<file path="src/rtl/encoder_8b10b_lanes.sv">
// Multi-lane 8b/10b encoder with internal running-disparity tracking.
// Lane 0 is encoded first; disparity chains from lane to lane within a word.
// One cycle of latency, all outputs registered.
module encoder_8b10b_lanes #(
    parameter int unsigned LANES   = 1,
    parameter bit          INIT_RD = 1'b0
) (
    input  logic                  SBYTECLK,
    input  logic                  RESET,
    input  logic                  DIN_VALID,
    input  logic [8*LANES-1:0]    DIN,
    input  logic [LANES-1:0]      KIN,
    input  logic                  FORCE_RD_EN,
    input  logic                  FORCE_RD,
    output logic                  DOUT_VALID,
    output logic [10*LANES-1:0]   DOUT,
    output logic                  RD_OUT,
    output logic [LANES-1:0]      KERR
);

    // 5b/6b RD- forms written abcdei (a is the MSB of the literal).
    function automatic logic [5:0] tbl6(input logic [4:0] x);
        logic [5:0] c;
        case (x)
            5'd0:    c = 6'b100111;
            5'd1:    c = 6'b011101;
            5'd2:    c = 6'b101101;
            5'd3:    c = 6'b110001;
            5'd4:    c = 6'b110101;
            5'd5:    c = 6'b101001;
            5'd6:    c = 6'b011001;
            5'd7:    c = 6'b111000;
            5'd8:    c = 6'b111001;
            5'd9:    c = 6'b100101;
            5'd10:   c = 6'b010101;
            5'd11:   c = 6'b110100;
            5'd12:   c = 6'b001101;
            5'd13:   c = 6'b101100;
            5'd14:   c = 6'b011100;
            5'd15:   c = 6'b010111;
            5'd16:   c = 6'b011011;
            5'd17:   c = 6'b100011;
            5'd18:   c = 6'b010011;
            5'd19:   c = 6'b110010;
            5'd20:   c = 6'b001011;
            5'd21:   c = 6'b101010;
            5'd22:   c = 6'b011010;
            5'd23:   c = 6'b111010;
            5'd24:   c = 6'b110011;
            5'd25:   c = 6'b100110;
            5'd26:   c = 6'b010110;
            5'd27:   c = 6'b110110;
            5'd28:   c = 6'b001110;
            5'd29:   c = 6'b101110;
            5'd30:   c = 6'b011110;
            default: c = 6'b101011;
        endcase
        return c;
    endfunction

    // 3b/4b RD- forms written fghj; y=7 is the primary P7 form.
    function automatic logic [3:0] tbl4(input logic [2:0] y);
        logic [3:0] c;
        case (y)
            3'd0:    c = 4'b1011;
            3'd1:    c = 4'b1001;
            3'd2:    c = 4'b0101;
            3'd3:    c = 4'b1100;
            3'd4:    c = 4'b1101;
            3'd5:    c = 4'b1010;
            3'd6:    c = 4'b0110;
            default: c = 4'b1110;
        endcase
        return c;
    endfunction

    // K.28.0-7, K.23.7, K.27.7, K.29.7, K.30.7.
    function automatic logic k_legal(input logic [7:0] d);
        return (d[4:0] == 5'd28) || (d == 8'hF7) || (d == 8'hFB) ||
               (d == 8'hFD) || (d == 8'hFE);
    endfunction

    // Returns {ending RD, 10-bit code in DOUT bit order (bit0 = a ... bit9 = j)}.
    function automatic logic [10:0] encode_lane(input logic [7:0] d, input logic k,
                                                input logic rd);
        logic [4:0] x;
        logic [2:0] y;
        logic       kl, k28, bal6, bal4, rd_mid, rd_end, a7;
        logic [5:0] c6;
        logic [3:0] c4;
        x   = d[4:0];
        y   = d[7:5];
        kl  = k && k_legal(d);
        k28 = kl && (x == 5'd28);

        c6   = k28 ? 6'b001111 : tbl6(x);
        bal6 = ($countones(c6) == 3);
        // D.7 is balanced but still has distinct RD-/RD+ forms.
        if (rd && (!bal6 || x == 5'd7)) c6 = ~c6;
        rd_mid = bal6 ? rd : ~rd;

        // Alternate 7 avoids a run of five equal bits across the e/i-f/g boundary.
        a7 = (y == 3'd7) &&
             (kl ||
              (!rd_mid && (x == 5'd17 || x == 5'd18 || x == 5'd20)) ||
              ( rd_mid && (x == 5'd11 || x == 5'd13 || x == 5'd14)));
        c4   = a7 ? 4'b0111 : tbl4(y);
        bal4 = ($countones(c4) == 2);
        if (rd_mid && (!bal4 || y == 3'd3)) c4 = ~c4;
        // K.28.1/.5/.6 invert the balanced data form when entering RD-.
        if (k28 && !rd_mid && (y == 3'd1 || y == 3'd5 || y == 3'd6)) c4 = ~c4;
        rd_end = bal4 ? rd_mid : ~rd_mid;

        return {rd_end, c4[0], c4[1], c4[2], c4[3],
                c6[0], c6[1], c6[2], c6[3], c6[4], c6[5]};
    endfunction

    logic                  rd_q;
    logic                  rd_end;
    logic [10*LANES-1:0]   enc_word;
    logic [LANES-1:0]      kerr_word;
    logic [10*LANES-1:0]   dout_q;
    logic                  valid_q;
    logic [LANES-1:0]      kerr_q;

    // Encode every lane, chaining disparity from lane 0 upward.
    always_comb begin : p_encode
        logic        rd_run;
        logic [10:0] res;
        enc_word  = '0;
        kerr_word = '0;
        res       = '0;
        rd_run    = FORCE_RD_EN ? FORCE_RD : rd_q;
        for (int unsigned i = 0; i < LANES; i++) begin
            res                  = encode_lane(DIN[8*i +: 8], KIN[i], rd_run);
            enc_word[10*i +: 10] = res[9:0];
            rd_run               = res[10];
            kerr_word[i]         = KIN[i] && !k_legal(DIN[8*i +: 8]);
        end
        rd_end = rd_run;
    end

    // Output and disparity registers; idle cycles hold DOUT/KERR.
    always_ff @(posedge SBYTECLK or posedge RESET) begin
        if (RESET) begin
            dout_q  <= '0;
            valid_q <= 1'b0;
            kerr_q  <= '0;
            rd_q    <= INIT_RD;
        end else begin
            valid_q <= DIN_VALID;
            if (DIN_VALID) begin
                dout_q <= enc_word;
                kerr_q <= kerr_word;
                rd_q   <= rd_end;
            end else if (FORCE_RD_EN) begin
                rd_q <= FORCE_RD;
            end
        end
    end

    assign DOUT       = dout_q;
    assign DOUT_VALID = valid_q;
    assign KERR       = kerr_q;
    assign RD_OUT     = rd_q;

endmodule

</file>
<file path="config.mk">
export PLATFORM = sky130hd
export DESIGN_NAME = encoder_8b10b_lanes
export DESIGN_NICKNAME = d
export VERILOG_FILES = /design/src/rtl/encoder_8b10b_lanes.sv
export SDC_FILE = /design/constraint.sdc
export NUM_CORES = 1
export LEC_CHECK = 0
export BUFFER_PORTS_ARGS = -buffer_cell sky130_fd_sc_hd__buf_2
export CORE_ASPECT_RATIO = 0.6
export CORE_MARGIN = 5
export CORE_UTILIZATION = 55
export CTS_CLUSTER_DIAMETER = 120
export DETAILED_ROUTE_END_ITERATION = 10
export HOLD_SLACK_MARGIN = 0.08
export PLACE_DENSITY = 0.79
export SLEW_MARGIN = 20
export SYNTH_ARGS = -nofsm -noshare
export SYNTH_HDL_FRONTEND = slang
export SYNTH_SLANG_ARGS = --single-unit
</file>
<file path="constraint.sdc">
create_clock -name SBYTECLK -period 4.35 [get_ports SBYTECLK]
set_input_delay 0.2175 -clock SBYTECLK [delete_from_list [all_inputs] [get_ports SBYTECLK]]
set_output_delay 0.2175 -clock SBYTECLK [all_outputs]
set_load 0.01 [all_outputs]
</file>
* Yosys cells after proc, flatten, opt, wreduce, memory -nomap -nowiden
Memory sizes are Yosys's and may differ from the RTL's.
Index checks and enable logic that the tools add are counted.
** Cells by class
- Add/subtract/negate cells :: 8
- $mul :: 0
- Div/mod/pow operators :: 0
- $lt $le $gt $ge :: 0
- Eq/ne operators :: 21
- Shift operators :: 0
- Multiplexer cells :: 10
- Bitwise gates (word level) :: 5
- Reductions and logical operators :: 29
** Operator list (number)
- $eq A8 B8 Y1 const B :: 4
- $pmux W4 S7 :: 1
- $eq A5 B5 Y1 const B :: 4
- $eq A5 B4 Y1 const B :: 3
- $logic_or A1 B1 Y1 :: 14
- $eq A3 B3 Y1 const B :: 4
- $mux W4 :: 3
- $mux W6 :: 2
- $add A1 B1 Y2 :: 5
- $logic_and A1 B1 Y1 :: 10
- $eq A3 B2 Y1 const B :: 3
- $not A4 Y4 :: 2
- $add A2 B2 Y3 :: 2
- $not A6 Y6 :: 1
- $eq A5 B3 Y1 const B :: 1
- $add A3 B2 Y4 :: 1
- $eq A4 B2 Y1 const B :: 1
- $logic_not A1 Y1 :: 4
- $mux W1 :: 4
- $eq A3 B1 Y1 const B :: 1
- $logic_not A3 Y1 :: 1
- $not A1 Y1 :: 2
** Word-level totals
- Register bits :: 13
- Bits in latches :: 0
- Memory bits (writable) :: 0
- Bits in read-only memories :: 192
- Output and inout bits :: 13
- Word-level logic and storage cells :: 78
- Memories kept :: 1
** Memory list
- (name not given) :: depth 32, width 6, read ports 1, clocked after memory_dff 0, write ports 0, RTL line 24 : case (x)

* Logic depth before layout (Yosys ltp)
- Word-level depth :: 28
- Gate-level depth with buffers :: 25
- Depth with buffers taken out :: 24

* Worst setup path before layout
OpenSTA, ideal clock, no wires.
- Path kind :: input to register
- From :: in DIN[0]
- To :: reg dout_q[6] (netlist: DOUT[6])
- Library setup time :: 0.137 ns
- Arrival time :: 5.558 ns
- Required time :: 4.213 ns
- Setup slack :: -1.345 ns
- Cell stages on the path :: 23
- Cell sequence :: inv_1 -> ha_1 -> or2b_1 -> nor2_1 -> a311oi_1 -> fa_1 -> fa_1 -> inv_1 -> ha_1 -> inv_1 -> fa_1 -> nand3b_1 -> xor2_2 -> mux2i_1 -> a31o_1 -> fa_1 -> ha_1 -> ha_1 -> nor3b_1 -> mux2i_1 -> nor3_4 -> xor2_1 -> a21oi_1
** On the way
- Cells in the longest elaborated chain, start to end :: 28
- Elaborated cells between the ends (all ways) :: 50
- Those cells by class :: 8 x add/sub; 13 x eq/ne; 5 x mux; 2 x bitwise; 21 x reduce/logical; 1 x memory
** RTL lines
- start, declared :: RTL line 11 : input logic [8*LANES-1:0] DIN,
- $eq A8 B8 Y1 or $eq A5 B5 Y1 (tied branches) :: RTL line 79, 94
- $logic_or A1 B1 Y1 (3 in series) :: RTL line 79 : return (d[4:0] == 5'd28) || (d == 8'hF7) || (d == 8'hFB) ||
- $logic_or A1 B1 Y1 :: RTL line 80 : (d == 8'hFD) || (d == 8'hFE);
- $logic_and A1 B1 Y1 :: RTL line 93 : kl = k && k_legal(d);
- $logic_and A1 B1 Y1 :: RTL line 94 : k28 = kl && (x == 5'd28);
- $mux W6 :: RTL line 96 : c6 = k28 ? 6'b001111 : tbl6(x);
- $add A1 B1 Y2 (not written as such) :: RTL line 97 : bal6 = ($countones(c6) == 3);
- $add A2 B2 Y3 (not written as such) :: RTL line 97
- [... 10 more ...]
- $add A2 B2 Y3 (not written as such) :: RTL line 108 : bal4 = ($countones(c4) == 2);
- $eq A3 B2 Y1 :: RTL line 108
- $logic_not A1 Y1 :: RTL line 109 : if (rd_mid && (!bal4 || y == 3'd3)) c4 = ~c4;
- $logic_or A1 B1 Y1 :: RTL line 109
- $logic_and A1 B1 Y1 :: RTL line 109
- $mux W4 :: RTL line 109
- $not A4 Y4 :: RTL line 111 : if (k28 && !rd_mid && (y == 3'd1 || y == 3'd5 || y == 3'd6)) c4 = ~c4;
- $mux W4 (*) :: RTL line 111
- end signal, assigned :: RTL line 153 : dout_q <= enc_word;
- end, declared :: RTL line 122 : logic [10*LANES-1:0] dout_q;
Every way passes the cells marked *; elsewhere a longest branch is shown, timed or not.
A chain may end at the register's enable or synchronous reset.

* Final worst setup path
- From :: in DIN[1]
- To :: reg dout_q[9] (netlist: DOUT[9])
The elaborated chain is that of the path after synthesis.

==> summary.txt <==
Outcome
  – Status: finished with violations
  – Failing checks: setup timing

Setup path
  – Reg-to-reg startpoint: RD_OUT
  – Worst reg2reg path endpoint: DOUT[9]
  – Crit path depth: 25
  – Worst EP arrival: 5.70 ns
  – Reg2Reg Depth: 12
  – Worst EP required: 4.45 ns
  – Crit path max-delay cell type: fa_1
  – Critical Path End Type: register
  – Crit Path Class: in2reg
  – Setup slack, reg-to-reg: between 0.9 and 1 ns
  – Top delay family on crit path: adder cells
  – Crit path from: DIN[1]
  – Critical path buffer and inverter count: 5
  – Worst path max stage delay: about 0.53 ns
  – Setup crit end: DOUT[9]
  – Critical path peak fanout: 5
  – Startpoint types: primary input
  – Most Frequent Cell on Critical Path: fa_1

Power and ir drop
  – Net switching power figure: 0.0003663 W
  – Total chip power: about 0.00088 W
  – P_int: 0.0005119 W
  – LEAKAGE: just over 0.9 nW
  – Maximum vdd ir drop: ~0.36 mV
  – Pwr/cell area: 423.3 nW/um^2
  – Combinational power share: around 64%
  – Sw frac: 41.71%
  – Flop pwr share: a little under a quarter
  – Clock group share of total power: about an eighth

Job
  – Max Cap Violations: 0

GRT
  – Largest net degree at the start of global routing: 21
  – First-pass GRT wire length: approximately 7000 um
  – GRT Total Usage: 25.35%
  – Initial antenna violation count: 0
  – Vias in the first global route: approximately 1,500
  – GRT Residual Overflow: 0

STA
  – RSZ-0062 raised after global routing: yes
  – Final setup viols: 5
  – Max Slew Vio Count: 0
  – Max_slew headroom: 45.58%
  – Fin worst setup slack: -1.247 ns
  – Fin crit period: 5.597 ns
  – Final Hold Viols: 0
  – Maximum clock frequency: about 180 MHz
  – Worst slew pin tran: between 0.7 and 0.8 ns
  – Clock Skew: a little under 0.005 ns
  – Final critical-path share of the clock period: 128.7%

Die
  – Core area: around 2500 um^2
  – Row count: 14
  – Starting Density: 56.94%
  – Ports: 27
  – Die Y: between 40 and 50 um
  – Die ar.: ~3700 um^2
  – Overall die width: 75.28 um

Detailed routing
  – Initial DRT Pass Iterations: 5
  – Routed via count: about 1,500
  – Post-route ant nets: 0
  – Routed wire per std cell: roughly 18 um
  – Final wirelength: ~4700 um
  – DR vias/cell: 5.844
  – DRC errors left: 0
  – Drt initial violations: around 130

Layout
  – Area delta synth->final: 47.51%
  – NumNets Final: 260
  – Final non-filler cell total: around 260
  – Share of cells above drive strength 1: a little under half
  – Layout Utilization: between 80% and 90%
  – Fill cells: between 100 and 150
  – Ant diodes: 0

Synthesis
  – Post-synth top flop: dfrtp_1
  – #FFs+latches synth: 13
  – Distinct cells, synth: 47
  – Post-synth EDFFs: 0
  – Synth warnings: 0
  – Synth Area per Inst: approximately 8.6 um^2
  – Sequential fraction of the synthesis area: 23.13%
  – Mapped Nets: ~190
  – Area fraction in compound gates after synthesis: 18.24%
  – Post-Synth Adder-Cell Area: between 10% and 20%
  – Multiplexer share of the synthesized area: between 6 and 7%
  – Main combinational cell family by area after synthesis: simple AND/OR/NAND/NOR gates
  – Synth Area in XOR/XNOR: a little under a tenth
  – Cells after Synth: between 150 and 200
  – Synth Area in Simple Gates: around a fifth
  – Fraction of registers with async set/reset: 100.0%
  – Synth Cell Area: between 1000 and 1500 um^2

Place
  – Placed insts: 250
  – Routability cong.: roughly 0.9
  – Final HPWL DP: roughly 3000 um
  – DP Worst Slack: -1.486 ns
  – IO buf count: 26

CTS
  – Worst-Skew Late Latency: roughly 0.25 ns
  – H-tree depth: 1
  – CTS Root Cell: clkbuf_8
  – Max Root-Sink Buffers: 2
  – TritonCTS Buffers: 3
  – Clk slew on worst S/H paths: approximately 0.050 ns
  – TritonCTS clock tree: built
  – CTS Sinks: 13

Worst hold path
  – Worst hold path class: in2reg
## cells in the mapped netlist (all sizes together) (2+ instances only)
cell type / count / area (um^2)
dfrtp: 13 / 325.3
a31oi: 4 / 25.02
buf: 7 / 43.79
fa: 4 / 80.08
xnor2: 4 / 35.03
nor3: 4 / 31.28
clkbuf: 3 / 11.26
nand3b: 2 / 15.01
xor2: 10 / 95.10
mux2i: 5 / 62.56
a21o: 2 / 15.01
nand3: 5 / 30.03
nor2: 16 / 60.06
a211oi: 2 / 20.02
mux2: 3 / 33.78
a21oi: 14 / 70.07
a311oi: 3 / 26.28
inv: 11 / 41.29
nand2: 13 / 51.30
nor4b: 3 / 32.53
nand2b: 3 / 18.77
ha: 11 / 137.6
o21ai: 8 / 40.04
## kinds of logic (layout without fill, tap and decap cells)
family	Yosys count	count (layout)
compound gates	40	40
xor+xnor	14	14
fa+ha+maj	15	15
buf+inv	22	88
flops	13	13
mux	8	8
simple gates	52	52
## how the worst min path moves through the flow
stage                         start          to  cells after the start
after floorplan               RESET     DOUT[0]                      1
after global routing      DIN_VALID  DOUT_VALID                      1
after detailed placement      RESET     DOUT[5]                      2
after CTS                 DIN_VALID  DOUT_VALID                      1
final                     DIN_VALID  DOUT_VALID                      1
after global placement        RESET      RD_OUT                      2
## state kept, by name (all words and copies together) (netlist names)
| register | flops |
|---|---|
| DOUT_VALID | 1 |
| DOUT | 10 |
| KERR | 1 |
| RD_OUT | 1 |
## per-stage QoR
stage	setup TNS, ns	hold WS (ns)	cell area [um^2]
2_1_floorplan	-5.569	0.09446	1483
3_3_place_gp	-6.520	0.2452	1893
3_5_place_dp	-7.100	0.2639	1893
4_1_cts	-5.074	0.2802	2024
5_1_grt	-6.945	0.3106	2074
6_report	-5.907	0.3102	2074
## power by group through the flow
stage / sequential, W / combinational (W) / clock (W)
after detailed placement: 0.000202 / 0.000479 / 0
after floorplan: 0.000228 / 0.000280 / 0
after global routing: 0.000212 / 0.000604 / 0.000117
after CTS: 0.000201 / 0.000513 / 0.000111
final: 0.000206 / 0.000560 / 0.000112
after global placement: 0.000199 / 0.000457 / 0
## cell type report
cell class	count	area [um^2]	area share, %
multi-input cells	129	1101	53.08
repair buffers	72	510.5	24.61
flip-flops and latches	13	325.3	15.68
inverters	12	52.55	2.533
clock buffers	4	45.04	2.171
well taps	32	40.04	1.930
## layout by cell type (no fill, tap or decap), drive strengths merged, types with 2 or more instances in the layout
cell and count:
clkbuf 4, xor2 10, ha 11, nor3 4, nand3 5, xnor2 4
a211oi 2, clkinvlp 2, nand2b 3, o21ai 8, dfrtp 13, nor2 16
inv 9, nand3b 2, buf 71, a31oi 4, nor4b 3, nand2 13
mux2 3, a21o 2, mux2i 5, a21oi 14, fa 4, a311oi 3
## per-layer routing
layer	global-route usage [%]	share of wire (%)	up-vias	wire length, um
met5	0	0	-	0
met4	4.651	2.5	0	118
met3	8.025	9.4	16	441
met2	41.40	49	86	2303
met1	32.83	39	732	1830
li1	-	-	697	-
## repair_timing
| action | CTS | global route |
|---|---|---|
| buffers inserted | 5 | 4 |
| hold buffers | 1 | 0 |
| resized for setup | 11 | 6 |
| pin swaps | 13 | 3 |
| endpoints found under the hold margin | 13 | 0 |
| setup endpoints to repair | 5 | 5 |
No activity file was read; power rests on OpenSTA's default activity.
